`src/rtl/seqdet_pkg.sv`:
```
// Shared types and constants for the parameterised serial sequence detector.
// Holds the FSM state enum, default widths and the legal pattern-width bounds.
package seqdet_pkg;

  localparam int DEF_PAT_W = 8;
  localparam int DEF_CNT_W = 16;
  localparam int MIN_PAT_W = 2;
  localparam int MAX_PAT_W = 32;

  typedef enum logic [1:0] {
    IDLE = 2'd0,
    RUN  = 2'd1,
    HIT  = 2'd2
  } state_t;

  // A length is usable only if it selects at least one bit and fits the history.
  function automatic logic lenLegal(input int len, input int maxLen);
    return (len >= 1) && (len <= maxLen);
  endfunction

endpackage

```
`src/rtl/seqdet_shift_match.sv`:
```
// History shift register, saturating fill counter and length-masked pattern compare.
// match_o is combinational and reflects the history as it will be after this edge.
module seqdet_shift_match
  import seqdet_pkg::*;
#(
  parameter int PAT_W = DEF_PAT_W,
  parameter int LEN_W = $clog2(PAT_W + 1)
) (
  input  logic             clock,
  input  logic             reset_n,
  input  logic             clear_i,
  input  logic             shift_i,
  input  logic             bit_i,
  input  logic             restart_i,
  input  logic [PAT_W-1:0] pattern_i,
  input  logic [LEN_W-1:0] len_i,
  output logic             match_o
);

  logic [PAT_W-1:0] history_q, history_d, histNext, mask;
  logic [LEN_W-1:0] fill_q, fill_d, fillNext;

  always_comb begin
    mask = '0;
    for (int i = 0; i < PAT_W; i++) begin
      mask[i] = (i < int'(len_i));
    end

    histNext = {history_q[PAT_W-2:0], bit_i};
    fillNext = (fill_q == LEN_W'(PAT_W)) ? fill_q : fill_q + LEN_W'(1);

    match_o = shift_i && (fillNext >= len_i) &&
              (((histNext ^ pattern_i) & mask) == '0);

    history_d = history_q;
    fill_d    = fill_q;
    if (clear_i) begin
      history_d = '0;
      fill_d    = '0;
    end else if (shift_i) begin
      history_d = histNext;
      // Non-overlapping mode forgets the consumed bits by emptying the fill count.
      fill_d    = (match_o && restart_i) ? '0 : fillNext;
    end
  end

  always_ff @(posedge clock) begin
    if (!reset_n) begin
      history_q <= '0;
      fill_q    <= '0;
    end else begin
      history_q <= history_d;
      fill_q    <= fill_d;
    end
  end

endmodule

```
`src/rtl/sequence_detector_param.sv`:
```
// Configurable serial pattern detector: FSM, configuration latch and match counter.
// Define SEQDET_COUNT_EN to build the match counter; otherwise match_count reads 0.
module sequence_detector_param
  import seqdet_pkg::*;
#(
  parameter int PAT_W = DEF_PAT_W,
  parameter int CNT_W = DEF_CNT_W
) (
  input  logic                       clock,
  input  logic                       reset_n,
  input  logic                       sequence_in,
  input  logic                       in_valid,
  input  logic                       cfg_load,
  input  logic [PAT_W-1:0]           pattern,
  input  logic [$clog2(PAT_W+1)-1:0] pat_len,
  input  logic                       overlap_en,
  output logic                       detector_out,
  output logic                       armed,
  output logic                       cfg_err,
  output logic [CNT_W-1:0]           match_count
);

  localparam int LEN_W = $clog2(PAT_W + 1);

  if (PAT_W < MIN_PAT_W || PAT_W > MAX_PAT_W) begin : gBadPatW
    $error("sequence_detector_param: PAT_W outside supported range");
  end

  state_t           state_q, state_d;
  logic [PAT_W-1:0] pattern_q;
  logic [LEN_W-1:0] len_q;
  logic             overlap_q;
  logic             armed_q;
  logic             cfgErr_q;
  logic             loadLegal;
  logic             shiftEn;
  logic             matchHit;

  // A load in the same cycle as a data bit wins and the bit is dropped.
  assign loadLegal = cfg_load && lenLegal(int'(pat_len), PAT_W);
  assign shiftEn   = in_valid && !cfg_load && (state_q != IDLE);

  seqdet_shift_match #(
    .PAT_W(PAT_W),
    .LEN_W(LEN_W)
  ) uShiftMatch (
    .clock    (clock),
    .reset_n  (reset_n),
    .clear_i  (loadLegal),
    .shift_i  (shiftEn),
    .bit_i    (sequence_in),
    .restart_i(!overlap_q),
    .pattern_i(pattern_q),
    .len_i    (len_q),
    .match_o  (matchHit)
  );

  always_ff @(posedge clock) begin
    if (!reset_n) begin
      state_q <= IDLE;
    end else begin
      state_q <= state_d;
    end
  end

  always_comb begin
    state_d = state_q;
    if (cfg_load) begin
      state_d = loadLegal ? RUN : IDLE;
    end else begin
      case (state_q)
        IDLE:     state_d = IDLE;
        RUN, HIT: state_d = (in_valid && matchHit) ? HIT : RUN;
        default:  state_d = IDLE;
      endcase
    end
  end

  always_comb begin
    detector_out = (state_q == HIT);
    armed        = armed_q;
    cfg_err      = cfgErr_q;
  end

  // An illegal load keeps the previous pattern but disarms until a legal one arrives.
  always_ff @(posedge clock) begin
    if (!reset_n) begin
      pattern_q <= '0;
      len_q     <= '0;
      overlap_q <= 1'b0;
      armed_q   <= 1'b0;
      cfgErr_q  <= 1'b0;
    end else if (cfg_load) begin
      if (loadLegal) begin
        pattern_q <= pattern;
        len_q     <= pat_len;
        overlap_q <= overlap_en;
        armed_q   <= 1'b1;
        cfgErr_q  <= 1'b0;
      end else begin
        armed_q   <= 1'b0;
        cfgErr_q  <= 1'b1;
      end
    end
  end

`ifdef SEQDET_COUNT_EN
  logic [CNT_W-1:0] count_q, count_d;

  always_comb begin
    count_d = count_q;
    if (loadLegal) begin
      count_d = '0;
    end else if (matchHit && (count_q != {CNT_W{1'b1}})) begin
      count_d = count_q + CNT_W'(1);
    end
  end

  always_ff @(posedge clock) begin
    if (!reset_n) begin
      count_q <= '0;
    end else begin
      count_q <= count_d;
    end
  end

  assign match_count = count_q;
`else
  assign match_count = '0;
`endif

endmodule

```
`config.mk`:
```
export PLATFORM = sky130hd
export DESIGN_NAME = sequence_detector_param
export DESIGN_NICKNAME = d
export VERILOG_FILES = /design/src/rtl/seqdet_pkg.sv /design/src/rtl/seqdet_shift_match.sv /design/src/rtl/sequence_detector_param.sv
export SDC_FILE = /design/constraint.sdc
export NUM_CORES = 1
export LEC_CHECK = 0
export CAP_MARGIN = 20
export CORE_UTILIZATION = 54
export CTS_BUF_LIST = sky130_fd_sc_hd__clkbuf_8
export CTS_CLUSTER_SIZE = 20
export DETAILED_ROUTE_END_ITERATION = 8
export HOLD_SLACK_MARGIN = 0.15
export PLACE_DENSITY = 0.89
export SETUP_SLACK_MARGIN = 0.3
export SYNTH_ARGS = -nofsm -noshare
export SYNTH_HDL_FRONTEND = slang
export SYNTH_SLANG_ARGS = --single-unit
```
`constraint.sdc`:
```
create_clock -name clock -period 3.3 [get_ports clock]
set_input_delay 0.33 -clock clock [delete_from_list [all_inputs] [get_ports clock]]
set_output_delay 0.33 -clock clock [all_outputs]
set_load 0.02 [all_outputs]
```
==> metrics.txt, run 1 <==
# TYPE chip_impl_metric gauge
chip_impl_info{name="run_status",value="finished, final reports clean"} 1
chip_impl_metric{name="detailedPlacementHpwl",unit="mm"} 2.358
chip_impl_metric{name="count_of_cells_resized_by_post_cts_repair",unit=""} 0
chip_impl_metric{name="post_synth_mux_area_share",unit="%"} 8.553
chip_impl_metric{name="share_clk_of_total_power",unit="%"} 30.7
chip_impl_info{name="timing.critical_path.from_type",value="flip-flop"} 1
chip_impl_metric{name="die-area",unit="mm2"} 0.003034
chip_impl_metric{name="pwr-share-seq",unit="%"} 53.6
chip_impl_metric{name="routedWlPerCell",unit="um"} 13.86
chip_impl_metric{name="first_pass_grt_wire_length",unit="mm"} 4.767
chip_impl_metric{name="port_buffers",unit=""} 20
chip_impl_metric{name="yosys_warnings",unit=""} 0
chip_impl_metric{name="final_area",unit="mm2"} 0.001712
chip_impl_info{name="hold_path.class",value="reg2reg"} 1
chip_impl_info{name="synth.area.top_cells",value="sky130_fd_sc_hd__dfxtp_1 37%, sky130_fd_sc_hd__mux2i_1 8.6%, sky130_fd_sc_hd__buf_4 7.9%"} 1
chip_impl_metric{name="overflow",unit=""} 0
chip_impl_metric{name="report.final.hold_viol_count",unit=""} 0
chip_impl_metric{name="ctsHtreeMaxLevel",unit=""} 1
chip_impl_metric{name="timing.clock.skew",unit="ps"} 2.673
chip_impl_metric{name="cts.hold.buffers_added",unit=""} 0
chip_impl_info{name="timing.hold.worst.start",value="uShiftMatch.history_q[6]"} 1
chip_impl_metric{name="syn_inst",unit=""} 178
chip_impl_metric{name="cts_clock_pin_slew_for_the_worst_setup_and_hold_paths",unit="ps"} 90
chip_impl_metric{name="vias",unit=""} 1206
chip_impl_metric{name="finalNetCount",unit=""} 222
chip_impl_metric{name="post_synth_and_or_nand_nor_area_fraction",unit="%"} 17.76
chip_impl_metric{name="numClockSinks",unit=""} 28
chip_impl_metric{name="number_of_cts_inserted_buffers",unit=""} 3
chip_impl_metric{name="drt_first_iter_violations",unit=""} 54
chip_impl_metric{name="post-cts-setup-buffers",unit=""} 0
chip_impl_metric{name="compound_gate_portion_of_the_synthesized_area",unit="%"} 9.622
chip_impl_metric{name="min_period",unit="ps"} 2387
chip_impl_metric{name="yosys.area_share.xor_xnor",unit="%"} 7.484
chip_impl_metric{name="ir_drop",unit="uV"} 268.8
chip_impl_metric{name="post_synth_fa_ha_maj_area_fraction",unit="%"} 6.579
chip_impl_info{name="worstReg2RegEnd",value="uShiftMatch.fill_q[1]"} 1
chip_impl_metric{name="reg_to_reg_slack_setup",unit="ps"} 910
chip_impl_metric{name="internal_power",unit="W"} 0.0005033
chip_impl_metric{name="place_area",unit="mm2"} 0.001657
chip_impl_metric{name="gp_congestion",unit=""} 0.7908
chip_impl_metric{name="worstPathMaxFanout",unit=""} 4
chip_impl_metric{name="area_growth",unit="%"} 12.50
chip_impl_metric{name="drtPass1Iterations",unit=""} 6
chip_impl_metric{name="coreArea",unit="mm2"} 0.002567
chip_impl_metric{name="switchingPower",unit="W"} 0.0001700
chip_impl_metric{name="drt_wl_total",unit="mm"} 3.119
chip_impl_metric{name="clock_latency",unit="ps"} 270
chip_impl_metric{name="comb_power_share",unit="%"} 15.8
chip_impl_info{name="clock_tree_from_tritoncts",value="done"} 1
chip_impl_metric{name="share_of_the_synthesized_area_in_the_top_cell_type",unit="%"} 36.84
chip_impl_info{name="synth_top_cell_by_area",value="sky130_fd_sc_hd__dfxtp_1"} 1
chip_impl_metric{name="initial_cell_density_of_the_core",unit="%"} 59.26
chip_impl_metric{name="critPathRequiredTime",unit="ps"} 3440
chip_impl_metric{name="timing_max_transition_violations_final",unit=""} 0
chip_impl_metric{name="largest_net_degree_at_the_start_of_global_routing",unit=""} 18
chip_impl_metric{name="design.portCount",unit=""} 37
chip_impl_metric{name="vias_per_cell",unit=""} 5.360
chip_impl_metric{name="antenna_cells",unit=""} 0
chip_impl_info{name="setup.worst_path.end_class",value="flip-flop"} 1
chip_impl_metric{name="timing.max_cap.violations",unit=""} 0
chip_impl_metric{name="ys_ff_latch",unit=""} 28
chip_impl_metric{name="setup-violations-final",unit=""} 0
chip_impl_metric{name="power_density",unit="mW/mm2"} 393.4
chip_impl_metric{name="worst_hold_path.num_cells",unit=""} 2
chip_impl_info{name="final_common_cell",value="sky130_fd_sc_hd__dfxtp_1"} 1
chip_impl_metric{name="synth_cell_type_count",unit=""} 30
chip_impl_metric{name="reg2reg_depth",unit=""} 11
chip_impl_info{name="synth_top_family_by_area",value="simple AND/OR/NAND/NOR gates"} 1
chip_impl_metric{name="track_usage",unit="%"} 22.44
chip_impl_metric{name="synthesis.area_per_instance",unit="um2"} 8.548
chip_impl_metric{name="final_antenna_net_count",unit=""} 0
chip_impl_metric{name="period_share",unit="%"} 72.32
chip_impl_metric{name="grt_antenna_before_repair",unit=""} 0
chip_impl_info{name="cts_root_buf",value="sky130_fd_sc_hd__clkbuf_8"} 1
chip_impl_metric{name="timing.setup.tns",unit="ps"} 0
chip_impl_info{name="worst_r2r_startpoint",value="uShiftMatch.fill_q[0]"} 1
chip_impl_metric{name="timing.critical_path.arrival",unit="ps"} 2530
chip_impl_metric{name="final_layout_size_suffix_gt1_share",unit="%"} 4.103
chip_impl_info{name="path_class",value="reg2reg"} 1
chip_impl_metric{name="remaining_drc_errors",unit=""} 0
chip_impl_metric{name="switching_part_of_the_total",unit="%"} 25.25
chip_impl_info{name="rsz0062_at_grt",value="no"} 1
chip_impl_info{name="layout_common_cells",value="28 x sky130_fd_sc_hd__dfxtp_1, 24 x sky130_fd_sc_hd__nand2_1, 20 x sky130_fd_sc_hd__clkdlybuf4s50_1"} 1
chip_impl_metric{name="fmax",unit="MHz"} 419.0
chip_impl_metric{name="netlist_area",unit="mm2"} 0.001521
chip_impl_metric{name="grt_pass1_vias",unit=""} 1149
chip_impl_metric{name="synth_sequential_area_ratio",unit="%"} 36.84
chip_impl_info{name="hold_path_end",value="uShiftMatch.history_q[6]"} 1
chip_impl_metric{name="die_ht",unit="um"} 55.08
chip_impl_metric{name="static-leakage-power",unit="nW"} 0.7007
chip_impl_metric{name="placementRows",unit=""} 18
chip_impl_metric{name="die-width",unit="um"} 55.08
chip_impl_metric{name="ctsLongestPathBuffers",unit=""} 2
[routing by layer]
metal | vias up | global-route usage [%] | routed length, um
li1 | 599 | - | -
met5 | - | 0 | 0
met2 | 46 | 45.18 | 1607
met1 | 553 | 23.54 | 1320
met4 | 0 | 7.083 | 41
met3 | 8 | 2.732 | 150
[state kept, by name (all words and copies together) (netlist names)]
name	cells
pattern_q	8
cfg_err	1
len_q	4
overlap_q	1
uShiftMatch.fill_q	4
uShiftMatch.history_q	7
armed	1
state_q	2
[cells by family after synthesis]
group	after synthesis
AOI/OAI and AO/OA	25
muxes	13
xor gates and xnor gates	13
DFF	28
adders and majority gates	8
other	1
buffers and inverters	32
and+or+nand+nor	58
[worst max-delay path by stage]
stage                                startpoint                     to  slack (ps)  depth (start not counted)
final                     uShiftMatch.fill_q[0]  uShiftMatch.fill_q[1]         910                         11
after global routing      uShiftMatch.fill_q[0]  uShiftMatch.fill_q[1]         750                         11
after CTS                 uShiftMatch.fill_q[0]  uShiftMatch.fill_q[1]         900                         11
after detailed placement               cfg_load  uShiftMatch.fill_q[1]         890                          6
after global placement                 cfg_load  uShiftMatch.fill_q[1]         900                          6
after floorplan           uShiftMatch.fill_q[0]  uShiftMatch.fill_q[1]        1190                         11
[stage by stage]
stage / util (%) / setup WS [ps] / total power, W / hold WS (ps) / instances
2_1_floorplan: - / 1189 / 0.0004522 / 445.8 / 193
3_3_place_gp: 64.52 / 900.4 / 0.0004682 / 461.5 / 221
3_5_place_dp: 64.52 / 888.1 / 0.0004727 / 477.3 / 221
4_1_cts: 66.67 / 898.1 / 0.0006736 / 490.4 / 225
5_1_grt: 66.67 / 748.7 / 0.0007034 / 510.8 / 225
6_report: 66.67 / 913.4 / 0.0006733 / 483.3 / 225
[power by group through the flow]
| stage | combinational, W | clock [W] | sequential (W) |
|---|---|---|---|
| after floorplan | 0.0000855 | 0 | 0.000367 |
| after global placement | 0.000101 | 0 | 0.000367 |
| after detailed placement | 0.000105 | 0 | 0.000368 |
| after CTS | 0.000106 | 0.000207 | 0.000360 |
| after global routing | 0.000116 | 0.000225 | 0.000362 |
| final | 0.000106 | 0.000206 | 0.000361 |
[cell usage after synthesis]
master / instances
sky130_fd_sc_hd__a2111oi_0: 1
sky130_fd_sc_hd__a211oi_1: 2
sky130_fd_sc_hd__a21oi_1: 13
sky130_fd_sc_hd__and3_1: 1
sky130_fd_sc_hd__and4_1: 1
sky130_fd_sc_hd__buf_2: 1
sky130_fd_sc_hd__buf_4: 16
sky130_fd_sc_hd__buf_6: 2
sky130_fd_sc_hd__clkbuf_1: 3
sky130_fd_sc_hd__conb_1: 1
sky130_fd_sc_hd__dfxtp_1: 28
sky130_fd_sc_hd__ha_1: 8
sky130_fd_sc_hd__inv_1: 10
sky130_fd_sc_hd__mux2i_1: 13
sky130_fd_sc_hd__nand2_1: 24
sky130_fd_sc_hd__nand2_2: 1
sky130_fd_sc_hd__nand2b_1: 1
sky130_fd_sc_hd__nand3_1: 2
sky130_fd_sc_hd__nand4_1: 2
sky130_fd_sc_hd__nor2_1: 17
sky130_fd_sc_hd__nor3_1: 3
sky130_fd_sc_hd__nor3_2: 2
sky130_fd_sc_hd__nor4_1: 1
sky130_fd_sc_hd__nor4_2: 1
sky130_fd_sc_hd__o21a_1: 1
sky130_fd_sc_hd__o21ai_0: 3
sky130_fd_sc_hd__o22ai_1: 4
sky130_fd_sc_hd__o32a_1: 1
sky130_fd_sc_hd__or3_1: 2
sky130_fd_sc_hd__xnor2_1: 13
[critical path, cell delays in order, from the launching register on]
cell and delay (ps):
sky130_fd_sc_hd__dfxtp_1 360, sky130_fd_sc_hd__inv_1 90, sky130_fd_sc_hd__ha_1 210, sky130_fd_sc_hd__nand2_1 110, sky130_fd_sc_hd__nor2_1 60, sky130_fd_sc_hd__xnor2_1 140, sky130_fd_sc_hd__ha_1 280, sky130_fd_sc_hd__nand2b_1 110
sky130_fd_sc_hd__a2111oi_0 80, sky130_fd_sc_hd__or3_1 400, sky130_fd_sc_hd__nor3_2 280, sky130_fd_sc_hd__o22ai_1 140
[area by class of cell]
class	instances	area (um2)
flip-flops and latches	28	560.5
fillers	210	855.8
clock buffers	4	55.05
multi-input cells	133	820.8
repair buffers	20	200.2
inverters	10	37.54
well taps	30	37.54
Power figures use the tool's default switching activity.
==> run 2: changes to the inputs <==
Settings changed: CORE_UTILIZATION 54 to 46, PLACE_DENSITY 0.89 to 0.81.
Clock period 3.3 ns to 2 ns, I/O delays scaled along.
==> metrics.txt, run 2 (synthesis results as in run 1) <==
# TYPE chip_impl_metric gauge
chip_impl_metric{name="track_usage",unit="%"} 21.24
chip_impl_info{name="final_common_cell",value="sky130_fd_sc_hd__dfxtp_1"} 1
chip_impl_metric{name="die-width",unit="um"} 59.51
chip_impl_info{name="timing.hold.worst.start",value="armed"} 1
chip_impl_metric{name="timing.critical_path.arrival",unit="ps"} 2390
chip_impl_metric{name="number_of_cts_inserted_buffers",unit=""} 3
chip_impl_metric{name="layout.core_utilization",unit="%"} 66.05
chip_impl_info{name="hold_path_end",value="armed"} 1
chip_impl_metric{name="globalRouteMet2Util",unit="%"} 38.04
chip_impl_metric{name="hold_ws",unit="ps"} 470.6
chip_impl_metric{name="numClockSinks",unit=""} 28
chip_impl_metric{name="critPathRequiredTime",unit="ps"} 2220
chip_impl_metric{name="post_layout_nonfiller_instances",unit=""} 257
chip_impl_metric{name="worstPathMaxFanout",unit=""} 3
chip_impl_metric{name="port_buffers",unit=""} 20
chip_impl_info{name="rsz0062_at_grt",value="yes"} 1
chip_impl_metric{name="report.final.hold_viol_count",unit=""} 0
chip_impl_metric{name="cts.hold.buffers_added",unit=""} 0
chip_impl_metric{name="drtPass1Iterations",unit=""} 4
chip_impl_metric{name="worst_hold_path.num_cells",unit=""} 2
chip_impl_metric{name="area_growth",unit="%"} 34.70
chip_impl_metric{name="met3_usage",unit="%"} 5.459
chip_impl_metric{name="initial_cell_density_of_the_core",unit="%"} 49.03
chip_impl_metric{name="period_share",unit="%"} 108.1
chip_impl_metric{name="timing.final.ws_setup",unit="ps"} -162.4
chip_impl_info{name="worstReg2RegEnd",value="state_q[1]"} 1
chip_impl_metric{name="multiInputGateArea",unit="um2"} 965.9
chip_impl_metric{name="coreArea",unit="mm2"} 0.003103
chip_impl_info{name="layout_top_registers",value="pattern_q x8, uShiftMatch.history_q x7"} 1
chip_impl_metric{name="setup-violations-final",unit=""} 6
chip_impl_metric{name="drt_first_iter_violations",unit=""} 38
chip_impl_metric{name="clock_latency",unit="ps"} 280
chip_impl_metric{name="final_layout_size_suffix_gt1_share",unit="%"} 21.13
chip_impl_info{name="most_congested_layer_reported_by_global_routing",value="met2"} 1
chip_impl_metric{name="antenna_cells",unit=""} 0
chip_impl_metric{name="vias_per_cell",unit=""} 4.984
chip_impl_metric{name="largest_net_degree_at_the_start_of_global_routing",unit=""} 17
chip_impl_metric{name="power_density",unit="mW/mm2"} 614.6
chip_impl_info{name="timing.critical_path.from_type",value="flip-flop"} 1
chip_impl_metric{name="timing.setup.tns",unit="ps"} -830.5
chip_impl_metric{name="use_met1",unit="%"} 24.60
chip_impl_metric{name="static-leakage-power",unit="nW"} 0.8318
chip_impl_metric{name="first_pass_grt_wire_length",unit="mm"} 5.637
chip_impl_metric{name="min_period",unit="ps"} 2162
chip_impl_info{name="cts_root_buf",value="sky130_fd_sc_hd__clkbuf_8"} 1
chip_impl_metric{name="cts_clock_pin_slew_for_the_worst_setup_and_hold_paths",unit="ps"} 100
chip_impl_metric{name="gp_congestion",unit=""} 0.8626
chip_impl_metric{name="detailedPlacementHpwl",unit="mm"} 2.259
chip_impl_metric{name="timing.max_cap.violations",unit=""} 0
chip_impl_metric{name="grt_pass1_vias",unit=""} 1265
chip_impl_metric{name="placementRows",unit=""} 20
chip_impl_info{name="worst_r2r_startpoint",value="uShiftMatch.fill_q[1]"} 1
chip_impl_metric{name="sequential_cell_area",unit="um2"} 564.3
chip_impl_metric{name="overflow",unit=""} 0
chip_impl_info{name="hold_path.class",value="reg2reg"} 1
chip_impl_metric{name="routedWlPerCell",unit="um"} 12.94
chip_impl_metric{name="ir_drop",unit="uV"} 697.9
chip_impl_metric{name="die-area",unit="mm2"} 0.003541
chip_impl_metric{name="largest_register_ff_count",unit=""} 8
chip_impl_metric{name="reg_to_reg_slack_setup",unit="ps"} -160
chip_impl_metric{name="timing_max_transition_violations_final",unit=""} 0
chip_impl_metric{name="die_ht",unit="um"} 59.51
chip_impl_info{name="run_status",value="finished, violations left"} 1
chip_impl_info{name="path_class",value="reg2reg"} 1
chip_impl_metric{name="pre_cts_ws",unit="ps"} -229.2
chip_impl_metric{name="vias",unit=""} 1281
chip_impl_metric{name="finalNetCount",unit=""} 240
chip_impl_info{name="largest-register",value="pattern_q"} 1
chip_impl_info{name="clock_tree_from_tritoncts",value="done"} 1
chip_impl_metric{name="final_antenna_net_count",unit=""} 0
chip_impl_metric{name="reg2reg_depth",unit=""} 11
chip_impl_metric{name="remaining_drc_errors",unit=""} 0
chip_impl_metric{name="fillers",unit=""} 257
chip_impl_metric{name="drt_wl_total",unit="mm"} 3.326
chip_impl_metric{name="ctsHtreeMaxLevel",unit=""} 1
chip_impl_metric{name="design.portCount",unit=""} 37
chip_impl_metric{name="ctsLongestPathBuffers",unit=""} 2
chip_impl_info{name="failed_checks",value="negative setup slack"} 1
chip_impl_info{name="setup.worst_path.end_class",value="flip-flop"} 1
chip_impl_metric{name="timing.clock.skew",unit="ps"} 2.397
chip_impl_metric{name="fmax",unit="MHz"} 462.4
chip_impl_metric{name="dp_cells",unit=""} 250
chip_impl_metric{name="grt_antenna_before_repair",unit=""} 0
chip_impl_info{name="layout_common_cells",value="25 x sky130_fd_sc_hd__dfxtp_1, 22 x sky130_fd_sc_hd__nand2_1, 20 x sky130_fd_sc_hd__clkdlybuf4s50_1"} 1
## run 2: how the worst max path moves through the flow
| stage | startpoint | slack, ps | endpoint | cells after the start |
|---|---|---|---|---|
| floorplan | uShiftMatch.fill_q[0] | -50 | uShiftMatch.fill_q[1] | 11 |
| global placement | uShiftMatch.fill_q[0] | -200 | uShiftMatch.fill_q[1] | 11 |
| detailed placement | uShiftMatch.fill_q[0] | -230 | uShiftMatch.fill_q[2] | 11 |
| CTS | uShiftMatch.fill_q[0] | -180 | uShiftMatch.fill_q[2] | 11 |
| global route | uShiftMatch.fill_q[0] | -240 | uShiftMatch.fill_q[2] | 10 |
| finish | uShiftMatch.fill_q[1] | -160 | state_q[1] | 11 |
## run 2: final cells by class
class                      count  share of cell area (%)
multi-input combinational    133                   47.13
sequential                    28                   27.53
timing repair buffer          38                   17.34
tap                           44                   2.686
clock buffer                   3                   2.015
inverter                      10                   1.831
clock inverter                 1                   1.465
## run 2: where the power goes
part           internal (W)  switching (W)  total, W
registers          0.000577      0.0000117  0.000588
clock network      0.000268       0.000185  0.000453
logic              0.000104       0.000114  0.000218
total              0.000949       0.000310   0.00126
## run 2: metal layers
layer  part of all wire (%)  wire [um]
met3                    4.1        135
met4                    1.2         40
met5                      0          0
met2                     53       1750
met1                     42       1401
## run 2: critical path, cell delays in order (launching register included)
cell                        delay (ps)
sky130_fd_sc_hd__dfxtp_2           350
sky130_fd_sc_hd__inv_2              50
sky130_fd_sc_hd__ha_4              160
sky130_fd_sc_hd__nand2_4            80
sky130_fd_sc_hd__nor2_2             40
sky130_fd_sc_hd__xnor2_1           130
sky130_fd_sc_hd__ha_1              290
sky130_fd_sc_hd__nand2b_4          130
sky130_fd_sc_hd__a2111oi_4          60
sky130_fd_sc_hd__or3_4             410
sky130_fd_sc_hd__nor4_4            180
sky130_fd_sc_hd__and4_1            220
## run 2: per-stage QoR
step	power, W	area, um2
finish	0.001260	2049
global route	0.001305	2049
detailed placement	0.0008030	1826
global placement	0.0007993	1826
floorplan	0.0007488	1604
CTS	0.001256	1983
## run 2: timing repair
item,CTS,global route
pin swaps,13,8
setup endpoints to repair,6,6
buffers inserted,2,1
hold endpoints to repair,0,0
resized for setup,12,11
==> run 3: changes to the inputs <==
Settings changed: CORE_UTILIZATION 46 to 47, SYNTH_HIERARCHICAL set to 1.
==> metrics.txt, run 3 <==
# TYPE chip_impl_metric gauge
chip_impl_metric{name="worst_path_largest_cell_delay",unit="ps"} 340
chip_impl_info{name="synth_top_cells_by_count",value="28 x sky130_fd_sc_hd__dfxtp_1, 26 x sky130_fd_sc_hd__nand2_1, 18 x sky130_fd_sc_hd__mux2i_1"} 1
chip_impl_metric{name="pwr-share-seq",unit="%"} 46.5
chip_impl_metric{name="drt_wl_total",unit="mm"} 3.768
chip_impl_metric{name="track_usage",unit="%"} 20.82
chip_impl_metric{name="ir_drop",unit="uV"} 513.9
chip_impl_metric{name="drt_first_iter_violations",unit=""} 53
chip_impl_metric{name="coreArea",unit="mm2"} 0.003390
chip_impl_metric{name="share_clk_of_total_power",unit="%"} 35.1
chip_impl_info{name="critical_path.slowest_cell",value="sky130_fd_sc_hd__dfxtp_2"} 1
chip_impl_info{name="run_status",value="finished, violations left"} 1
chip_impl_metric{name="final_antenna_net_count",unit=""} 0
chip_impl_metric{name="worstPathMaxFanout",unit=""} 5
chip_impl_metric{name="ctsLongestPathBuffers",unit=""} 2
chip_impl_metric{name="final_layout_size_suffix_gt1_share",unit="%"} 27.16
chip_impl_metric{name="finalPower",unit="W"} 0.001266
chip_impl_metric{name="clock_latency",unit="ps"} 270
chip_impl_info{name="crit_path_start",value="uShiftMatch/fill_q[0]"} 1
chip_impl_metric{name="grt_pass1_vias",unit=""} 1240
chip_impl_metric{name="internal_power",unit="W"} 0.0009559
chip_impl_metric{name="power_density",unit="mW/mm2"} 559.3
chip_impl_metric{name="timing_max_transition_violations_final",unit=""} 0
chip_impl_metric{name="die_ht",unit="um"} 61.73
chip_impl_metric{name="critPathBufInv",unit=""} 2
chip_impl_metric{name="comb_power_share",unit="%"} 18.4
chip_impl_metric{name="setup-violations-final",unit=""} 6
chip_impl_metric{name="grt_antenna_before_repair",unit=""} 0
chip_impl_metric{name="synth_edf_count",unit=""} 0
chip_impl_metric{name="period_share",unit="%"} 108.0
chip_impl_metric{name="fmax",unit="MHz"} 463.1
chip_impl_metric{name="initial_cell_density_of_the_core",unit="%"} 49.46
chip_impl_metric{name="largest_net_degree_at_the_start_of_global_routing",unit=""} 17
chip_impl_metric{name="finalNetCount",unit=""} 259
chip_impl_metric{name="timing.max_cap.violations",unit=""} 0
chip_impl_metric{name="vias_per_cell",unit=""} 5.162
chip_impl_metric{name="switchingPower",unit="W"} 0.0003100
chip_impl_metric{name="antenna_cells",unit=""} 0
chip_impl_metric{name="yosys_warnings",unit=""} 6
chip_impl_metric{name="largest_register_ff_count",unit=""} 8
chip_impl_metric{name="timing.clock.skew",unit="ps"} 1.044
chip_impl_metric{name="area_growth",unit="%"} 35.00
chip_impl_info{name="worst_r2r_startpoint",value="uShiftMatch/fill_q[0]"} 1
chip_impl_metric{name="port_buffers",unit=""} 20
chip_impl_metric{name="static-leakage-power",unit="nW"} 0.9320
chip_impl_metric{name="synthesis.area_per_instance",unit="um2"} 9.014
chip_impl_metric{name="detailedPlacementHpwl",unit="mm"} 2.523
chip_impl_metric{name="sequential_cell_area",unit="um2"} 564.3
chip_impl_info{name="setup.worst_path.end_class",value="flip-flop"} 1
chip_impl_metric{name="remaining_drc_errors",unit=""} 0
chip_impl_metric{name="routedWlPerCell",unit="um"} 13.55
chip_impl_metric{name="cts_clock_pin_slew_for_the_worst_setup_and_hold_paths",unit="ps"} 90
chip_impl_metric{name="vias",unit=""} 1435
chip_impl_info{name="cts_root_buf",value="sky130_fd_sc_hd__clkbuf_8"} 1
chip_impl_metric{name="timing.final.ws_setup",unit="ps"} -159.2
chip_impl_metric{name="fillers",unit=""} 262
chip_impl_info{name="ys.flop_type",value="sky130_fd_sc_hd__dfxtp_1"} 1
chip_impl_metric{name="synth_cell_type_count",unit=""} 45
chip_impl_metric{name="share_of_the_synthesized_area_in_the_top_cell_type",unit="%"} 33.43
chip_impl_info{name="largest-register",value="pattern_q"} 1
chip_impl_metric{name="min_period",unit="ps"} 2159
chip_impl_info{name="hold_path.class",value="reg2reg"} 1
chip_impl_metric{name="report.final.hold_viol_count",unit=""} 0
chip_impl_metric{name="dp_cells",unit=""} 266
chip_impl_metric{name="gp_congestion",unit=""} 0.8146
chip_impl_metric{name="number_of_cts_inserted_buffers",unit=""} 3
chip_impl_metric{name="critPathRequiredTime",unit="ps"} 2180
chip_impl_metric{name="switching_part_of_the_total",unit="%"} 24.49
chip_impl_metric{name="syn_inst",unit=""} 186
chip_impl_info{name="critPathTopFamily",value="compound AO/OA/AOI/OAI gates"} 1
chip_impl_info{name="final_common_cell",value="sky130_fd_sc_hd__buf_4"} 1
chip_impl_metric{name="design.portCount",unit=""} 37
chip_impl_metric{name="placementRows",unit=""} 21
chip_impl_metric{name="netlist_area",unit="mm2"} 0.001677
chip_impl_metric{name="overflow",unit=""} 0
chip_impl_info{name="synth_top_cell_by_area",value="sky130_fd_sc_hd__dfxtp_1"} 1
chip_impl_metric{name="ctsHtreeMaxLevel",unit=""} 1
chip_impl_info{name="layout_top_registers",value="pattern_q x8, uShiftMatch/history_q x7"} 1
chip_impl_metric{name="die-width",unit="um"} 61.73
chip_impl_metric{name="first_pass_grt_wire_length",unit="mm"} 5.699
chip_impl_metric{name="synth_sequential_area_ratio",unit="%"} 33.43
chip_impl_metric{name="ys_ff_latch",unit=""} 28
chip_impl_metric{name="die-area",unit="mm2"} 0.003810
chip_impl_metric{name="timing.critical_path.arrival",unit="ps"} 2340
chip_impl_info{name="rsz0062_at_grt",value="yes"} 1
chip_impl_metric{name="asr_flop_ratio_synth",unit="%"} 0
chip_impl_metric{name="multiInputGateArea",unit="mm2"} 0.001101
chip_impl_metric{name="numClockSinks",unit=""} 28
chip_impl_info{name="cp_cell_sequence",value="inv_2 > ha_4 > nand2_4 > nor2_4 > xnor2_2 > ha_1 > nand2b_4 > a2111oi_4 > nor4_4 > buf_4 > a311oi_1"} 1
chip_impl_info{name="failed_checks",value="negative setup slack"} 1
chip_impl_metric{name="post_layout_nonfiller_instances",unit=""} 278
chip_impl_info{name="layout_common_cells",value="31 x sky130_fd_sc_hd__buf_4, 25 x sky130_fd_sc_hd__dfxtp_1, 24 x sky130_fd_sc_hd__nand2_1"} 1
chip_impl_info{name="timing.critical_path.from_type",value="flip-flop"} 1
chip_impl_info{name="timing.hold.worst.start",value="overlap_q"} 1
chip_impl_metric{name="drtPass1Iterations",unit=""} 4
chip_impl_info{name="synth.area.top_cells",value="sky130_fd_sc_hd__dfxtp_1 33%, sky130_fd_sc_hd__mux2i_1 11%, sky130_fd_sc_hd__buf_4 7.2%"} 1
chip_impl_info{name="path_class",value="reg2reg"} 1
chip_impl_info{name="clock_tree_from_tritoncts",value="done"} 1
chip_impl_info{name="synth.most_common_cell",value="sky130_fd_sc_hd__dfxtp_1"} 1
run 3: cell types whose count changed in the layout (fill, tap and decap cells not counted), moves of 5 or more:
| cell | before | now |
|---|---|---|
| sky130_fd_sc_hd__a21oi_1 | 13 | 3 |
| sky130_fd_sc_hd__buf_4 | 15 | 31 |
| sky130_fd_sc_hd__mux2i_1 | 12 | 17 |
| sky130_fd_sc_hd__nor2_1 | 16 | 11 |
| sky130_fd_sc_hd__xnor2_1 | 12 | 3 |
| sky130_fd_sc_hd__xor2_1 | 0 | 7 |
run 3: power groups by stage:
stage	combinational (W)	clock [W]	sequential, W
2_1_floorplan	0.000156	0	0.000605
3_3_place_gp	0.000211	0	0.000602
3_5_place_dp	0.000214	0	0.000602
4_1_cts	0.000224	0.000453	0.000590
5_1_grt	0.000252	0.000476	0.000592
6_report	0.000233	0.000444	0.000589
run 3: what timing repair did:
action | 4_1_cts | 5_1_grt
gates resized for setup | 9 | 11
setup endpoints to repair | 6 | 18
pin swaps | 5 | 6
hold endpoints to repair | 0 | 0
setup buffers | 5 | 3
hold buffers | 0 | 0
run 3: logic make-up after synthesis:
family	share of synthesized area [%]
XOR/XNOR	5.746
adder cells (fa/ha/maj)	5.970
other	0.2237
flip-flops	33.43
multiplexers	10.75
AO/OA/AOI/OAI	14.63
AND/OR/NAND/NOR	16.87
buffers and inverters	12.39
run 3: worst paths after layout:
path / end / slack (ps) / depth (start not counted)
max: uShiftMatch/fill_q[1] / -160 / 11
min: overlap_q / 470 / 2
max reg2reg: uShiftMatch/fill_q[1] / -160 / 11
min reg2reg: overlap_q / 470 / 2
run 3: worst reg2reg max path, delay by kind of cell, from the launching register on:
family,cells,cell delay (ps)
DFF,1,340
and+or+nand+nor,4,390
xor gates and xnor gates,1,140
adders and majority gates,2,390
buffers and inverters,2,230
AOI/OAI and AO/OA,2,580
run 3: metal layers:
| metal | wire length, um | part of all wire, % | up-vias | GRT usage (%) |
|---|---|---|---|---|
| met5 | 0 | 0 | - | 0 |
| met1 | 1558 | 41 | 685 | 24.55 |
| li1 | - | - | 708 | - |
| met2 | 2029 | 54 | 34 | 37.79 |
| met4 | 76 | 2.0 | 0 | 5.714 |
| met3 | 103 | 2.7 | 8 | 4.762 |
run 3: per-stage QoR:
| step | area (um2) | hold WS, ps | util [%] | setup TNS (ps) | worst slack, ps |
|---|---|---|---|---|---|
| 6_report | 2263 | 466.1 | 66.78 | -732.9 | -159.2 |
| 5_1_grt | 2263 | 486.2 | 66.78 | -1307 | -245.1 |
| 4_1_cts | 2187 | 462.0 | 64.53 | -990.2 | -216.9 |
| 3_5_place_dp | 2036 | 454.7 | 60.06 | -1306 | -320.8 |
| 3_3_place_gp | 2036 | 443.3 | 60.06 | -838.5 | -198.0 |
| 2_1_floorplan | 1779 | 339.9 | - | -159.5 | -65.70 |
run 3: final cells by class:
| cell class | count | share of cell area, % |
|---|---|---|
| Clock buffer | 3 | 1.824 |
| Clock inverter | 1 | 1.327 |
| Inverter | 9 | 1.493 |
| Multi-Input combinational cell | 140 | 48.65 |
| Sequential cell | 28 | 24.93 |
| Tap cell | 46 | 2.543 |
| Timing Repair Buffer | 51 | 19.24 |
==> RTL edit 1, RTL diff (config.mk and constraints of run 2) <==
Encoding of `state_t`: now one-hot (3 bits for 3 states).
--- a/src/rtl/seqdet_pkg.sv
+++ b/src/rtl/seqdet_pkg.sv
@@ -9,6 +9,6 @@
 
-  typedef enum logic [1:0] {
-    IDLE = 2'd0,
-    RUN  = 2'd1,
-    HIT  = 2'd2
+  typedef enum logic [2:0] {
+    IDLE = 3'b001,
+    RUN  = 3'b010,
+    HIT  = 3'b100
   } state_t;
Function: no difference found for any inputs over 10 cycles, from zero or initial values and one cycle with reset_n low; not proved beyond that.
==> RTL edit 1 against run 2 <==
Critical endpoint is now uShiftMatch.fill_q[2]$_SDFFE_PP0P_; design area rose by 1.4%; routed wire length down 9.6%; highest routed layer unchanged; power rose by 8.0%; area after synthesis grew 5.2%; sequential cell count is 1 higher; synthesized cell count is 4.5% lower; worst setup slack better by 0.17 ns.
==> RTL edit 1: results (changes against run 2) <==
[outcome]
status=finished, final reports clean  ; was complete, but fails checks

[timing]
fin_hold_ws_ns=0.475  ; was 0.471 ns
fin_skew_ns=0.00887  ; was 0.00240 ns
min_period_over_period_pct=99.5  ; was 108%

[finish]
instances_no_fill=253  ; was 257
drive_gt1_share_pct=20.3  ; was 21.1%
nNetsFinal=230  ; was 240

[routing]
routed_wl_um=3010  ; was 3330 um
drt_iter0_drc=33  ; was 38
vias=1237  ; was 1281

[power_and_ir_drop]
p_sw_uw=349  ; was 310 uW
p_leak_nw=0.910  ; was 0.832 nW

[placed_design]
place_area_sq_um=1910  ; was 1830 sq um
hpwl_um=2220  ; was 2260 um
pre_cts_slack_ns=-0.0496  ; was -0.229 ns

[clock_tree]
h-tree-depth=2  ; was 1
clk_pin_slew_worst_paths_ns=0.06  ; was 0.10 ns
cts_inserted_buffers=5  ; was 3

[logic_synthesis]
synth_common_cells=dfxtp_1, nor2_1, mux2i_1  ; was dfxtp_1, nand2_1, nor2_1
seq_area_frac_synth_pct=36.3  ; was 36.8%
synthCells=170  ; was 178
synth_cell_type_count=37  ; was 30
synthTopCellsByArea=dfxtp_1, mux2i_1, buf_4, xnor2_1, nor2_1  ; was dfxtp_1, mux2i_1, buf_4, xnor2_1, ha_1

[critical_path]
endpoint=uShiftMatch.fill_q[2]$_SDFFE_PP0P_  ; was state_q[1]$_SDFF_PP0_
crit_path_max_incr_delay_ns=0.37  ; was 0.41 ns
path_max_fanout=6  ; was 3
crit_slowest_cell=dfxtp_4  ; was or3_4
crit_arrival_ns=2.17  ; was 2.39 ns

[global_route]
grt_pass1_wl_um=5060  ; was 5640 um

==> RTL edit 1: area by class of cell <==
| type | instances | share of cell area, % |
|---|---|---|
| inverter | 11 | 2.11 |
| clock inverter | 1 | 0.241 |
| tap | 46 | 2.77 |
| multi-input combinational | 127 | 47.5 |
| timing repair buffer | 32 | 14.5 |
| clock buffer | 7 | 4.64 |
| sequential | 29 | 28.2 |
==> RTL edit 1: power by group through the flow <==
stage               clock (mW)  sequential, mW  combinational, mW
floorplan                    0           0.629              0.154
global placement             0           0.628              0.205
detailed placement           0           0.629              0.208
CTS                      0.536           0.616              0.217
global route             0.572           0.617              0.239
finish                   0.527           0.615              0.219
==> RTL edit 1: repair_timing <==
item / 4_1_cts / 5_1_grt
pin swaps: 7 / 5
resized for setup: 8 / 5
hold buffers: 0 / 0
setup endpoints to repair: 7 / 6
hold endpoints to repair: 0 / 0
buffers inserted: 0 / 0
==> RTL edit 1: logic make-up (layout without fill, tap and decap cells) <==
logic type | Yosys count | count (layout) | synth area share (%)
and+or+nand+nor | 46 | 46 | 15.6
DFF | 29 | 29 | 36.3
buffers and inverters | 29 | 51 | 11.3
AOI/OAI and AO/OA | 26 | 26 | 12.4
muxes | 20 | 20 | 12.5
xor gates and xnor gates | 13 | 13 | 7.11
adders and majority gates | 6 | 6 | 4.69
other | 1 | 16 | 0.234
==> RTL edit 1: layer usage <==
| metal | vias up | track usage (%) | wire length, um |
|---|---|---|---|
| met4 | 0 | 10.4 | 70 |
| li1 | 628 | - | - |
| met3 | 7 | 6.82 | 128 |
| met1 | 572 | 22.7 | 1360 |
| met5 | - | 0 | 0 |
| met2 | 30 | 31.1 | 1450 |
==> RTL edit 2, RTL diff (config.mk and constraints of run 2) <==
Without the edit above. Build with the macro `SEQDET_COUNT_EN` defined.
--- a/src/rtl/sequence_detector_param.sv
+++ b/src/rtl/sequence_detector_param.sv
@@ -2,2 +2,4 @@
 // Define SEQDET_COUNT_EN to build the match counter; otherwise match_count reads 0.
+`define SEQDET_COUNT_EN
+
 module sequence_detector_param
Behaviour: not the same (a bounded check fails within 4 cycles, from zero or initial values and one cycle with reset_n low).
==> RTL edit 2 against run 2 <==
Worst setup slack got worse by 0.92 ns; routed wire length grew 110%; the run still ends with setup timing left; highest routed layer unchanged; critical path type unchanged; sequential cell count is 16 higher; power rose by 38%; critical endpoint is now match_count[9]$_SDFFE_PP0P_; first-iteration DRC count rose to 7.2 times the old value; design area up 60%; non-clock buffer count rose by 56; area after synthesis is 43% higher.
==> RTL edit 2: results (changes against run 2) <==
[outcome]
status=complete, but fails checks  ; unchanged
violations=setup timing  ; unchanged

[critical_path]
crit_path_max_incr_delay_ns=0.52  ; was 0.41 ns
crit_arrival_ns=3.34  ; was 2.39 ns
crit_slowest_cell=or4_4  ; was or3_4
path_max_fanout=7  ; was 3

[clock_tree]
cts_setup_buffers=6  ; was 2
h-tree-depth=2  ; was 1
cts_repair_resize_count=17  ; was 12
clock_latency_ns=0.31  ; was 0.28 ns

[global_route]
grt_pass1_wl_um=11000  ; was 5640 um
grt_max_degree=22  ; was 17
grt_pass1_vias=2382  ; was 1265
grt_usage_pct=27.8  ; was 21.2%

[hold_path]
min_path_type=in -> reg  ; was reg -> reg

[routing]
first_pass_iters=5  ; was 4
met1_length_um=2770  ; was 1400 um
drt_iter0_drc=274  ; was 38

[timing]
final.setup.worst_slack_ns=-1.08  ; was -0.162 ns
setup_viol=22  ; was 6
fin_skew_ns=0.00910  ; was 0.00240 ns

[power_and_ir_drop]
p_leak_nw=1.31  ; was 0.832 nW
pwr-share-clk_pct=34.3  ; was 36.0%

[finish]
largest_register_ffs=16  ; was 8
multi_input_cells=202  ; was 133
inv_count=12  ; was 10
multi_input_area_share_pct=40.7  ; was 47.1%
drive_gt1_share_pct=26.1  ; was 21.1%
nFillCells=296  ; was 257
n_all_buffers=94  ; was 38
nClkBuffers=5  ; was 3

[placed_design]
dp.cells=393  ; was 250
pre_cts_slack_ns=-0.927  ; was -0.229 ns
portBuffers=36  ; was 20
place_congestion=0.834  ; was 0.863
hpwl_um=4060  ; was 2260 um

[logic_synthesis]
synthCells=268  ; was 178

==> RTL edit 2: changes by cell type after synthesis, moves of 8 or more <==
cell,change
buf_4,-16
xor2_1,+8
a21boi_0,+11
dfxtp_1,+16
xnor2_1,-8
a21oi_1,+12
nand2_1,+24
nor2_1,-10
mux2i_1,-10
o21ai_0,+13
nand3_1,+14
or3_1,+9
==> RTL edit 2: cell families (layout without fill, tap and decap cells) <==
kind of cell               after synthesis  in the layout  share of synthesized area [%]
muxes                                    3              3                           1.38
and+or+nand+nor                        114            114                           26.0
xor gates and xnor gates                13             13                           5.23
adders and majority gates                9              9                           5.18
buffers and inverters                   22            114                           4.20
AOI/OAI and AO/OA                       63             63                           17.5
DFF                                     44             44                           40.5
==> RTL edit 2: final timing paths <==
| check | cells past startpoint | end | startpoint |
|---|---|---|---|
| max | 12 | match_count[9]$_SDFFE_PP0P_ | uShiftMatch.fill_q[0]$_SDFFE_PP0P_ |
| min | 3 | pattern_q[3]$_SDFFE_PN0P_ | pattern[3] |
| max reg2reg | 12 | match_count[9]$_SDFFE_PP0P_ | uShiftMatch.fill_q[0]$_SDFFE_PP0P_ |
| min reg2reg | 2 | pattern_q[2]$_SDFFE_PN0P_ | pattern_q[2]$_SDFFE_PN0P_ |
==> RTL edit 2: per-stage QoR <==
stage	hold slack [ns]	area (sq um)	util (%)	power [mW]	setup TNS, ns
detailed placement	0.473	2940	66.0	1.13	-14.72
global route	0.455	3290	74.0	1.81	-21.29
floorplan	0.316	2210	-	1.03	-10.10
CTS	0.446	3200	72.1	1.73	-14.84
global placement	0.456	2940	66.0	1.12	-12.35
finish	0.449	3290	74.0	1.74	-18.59
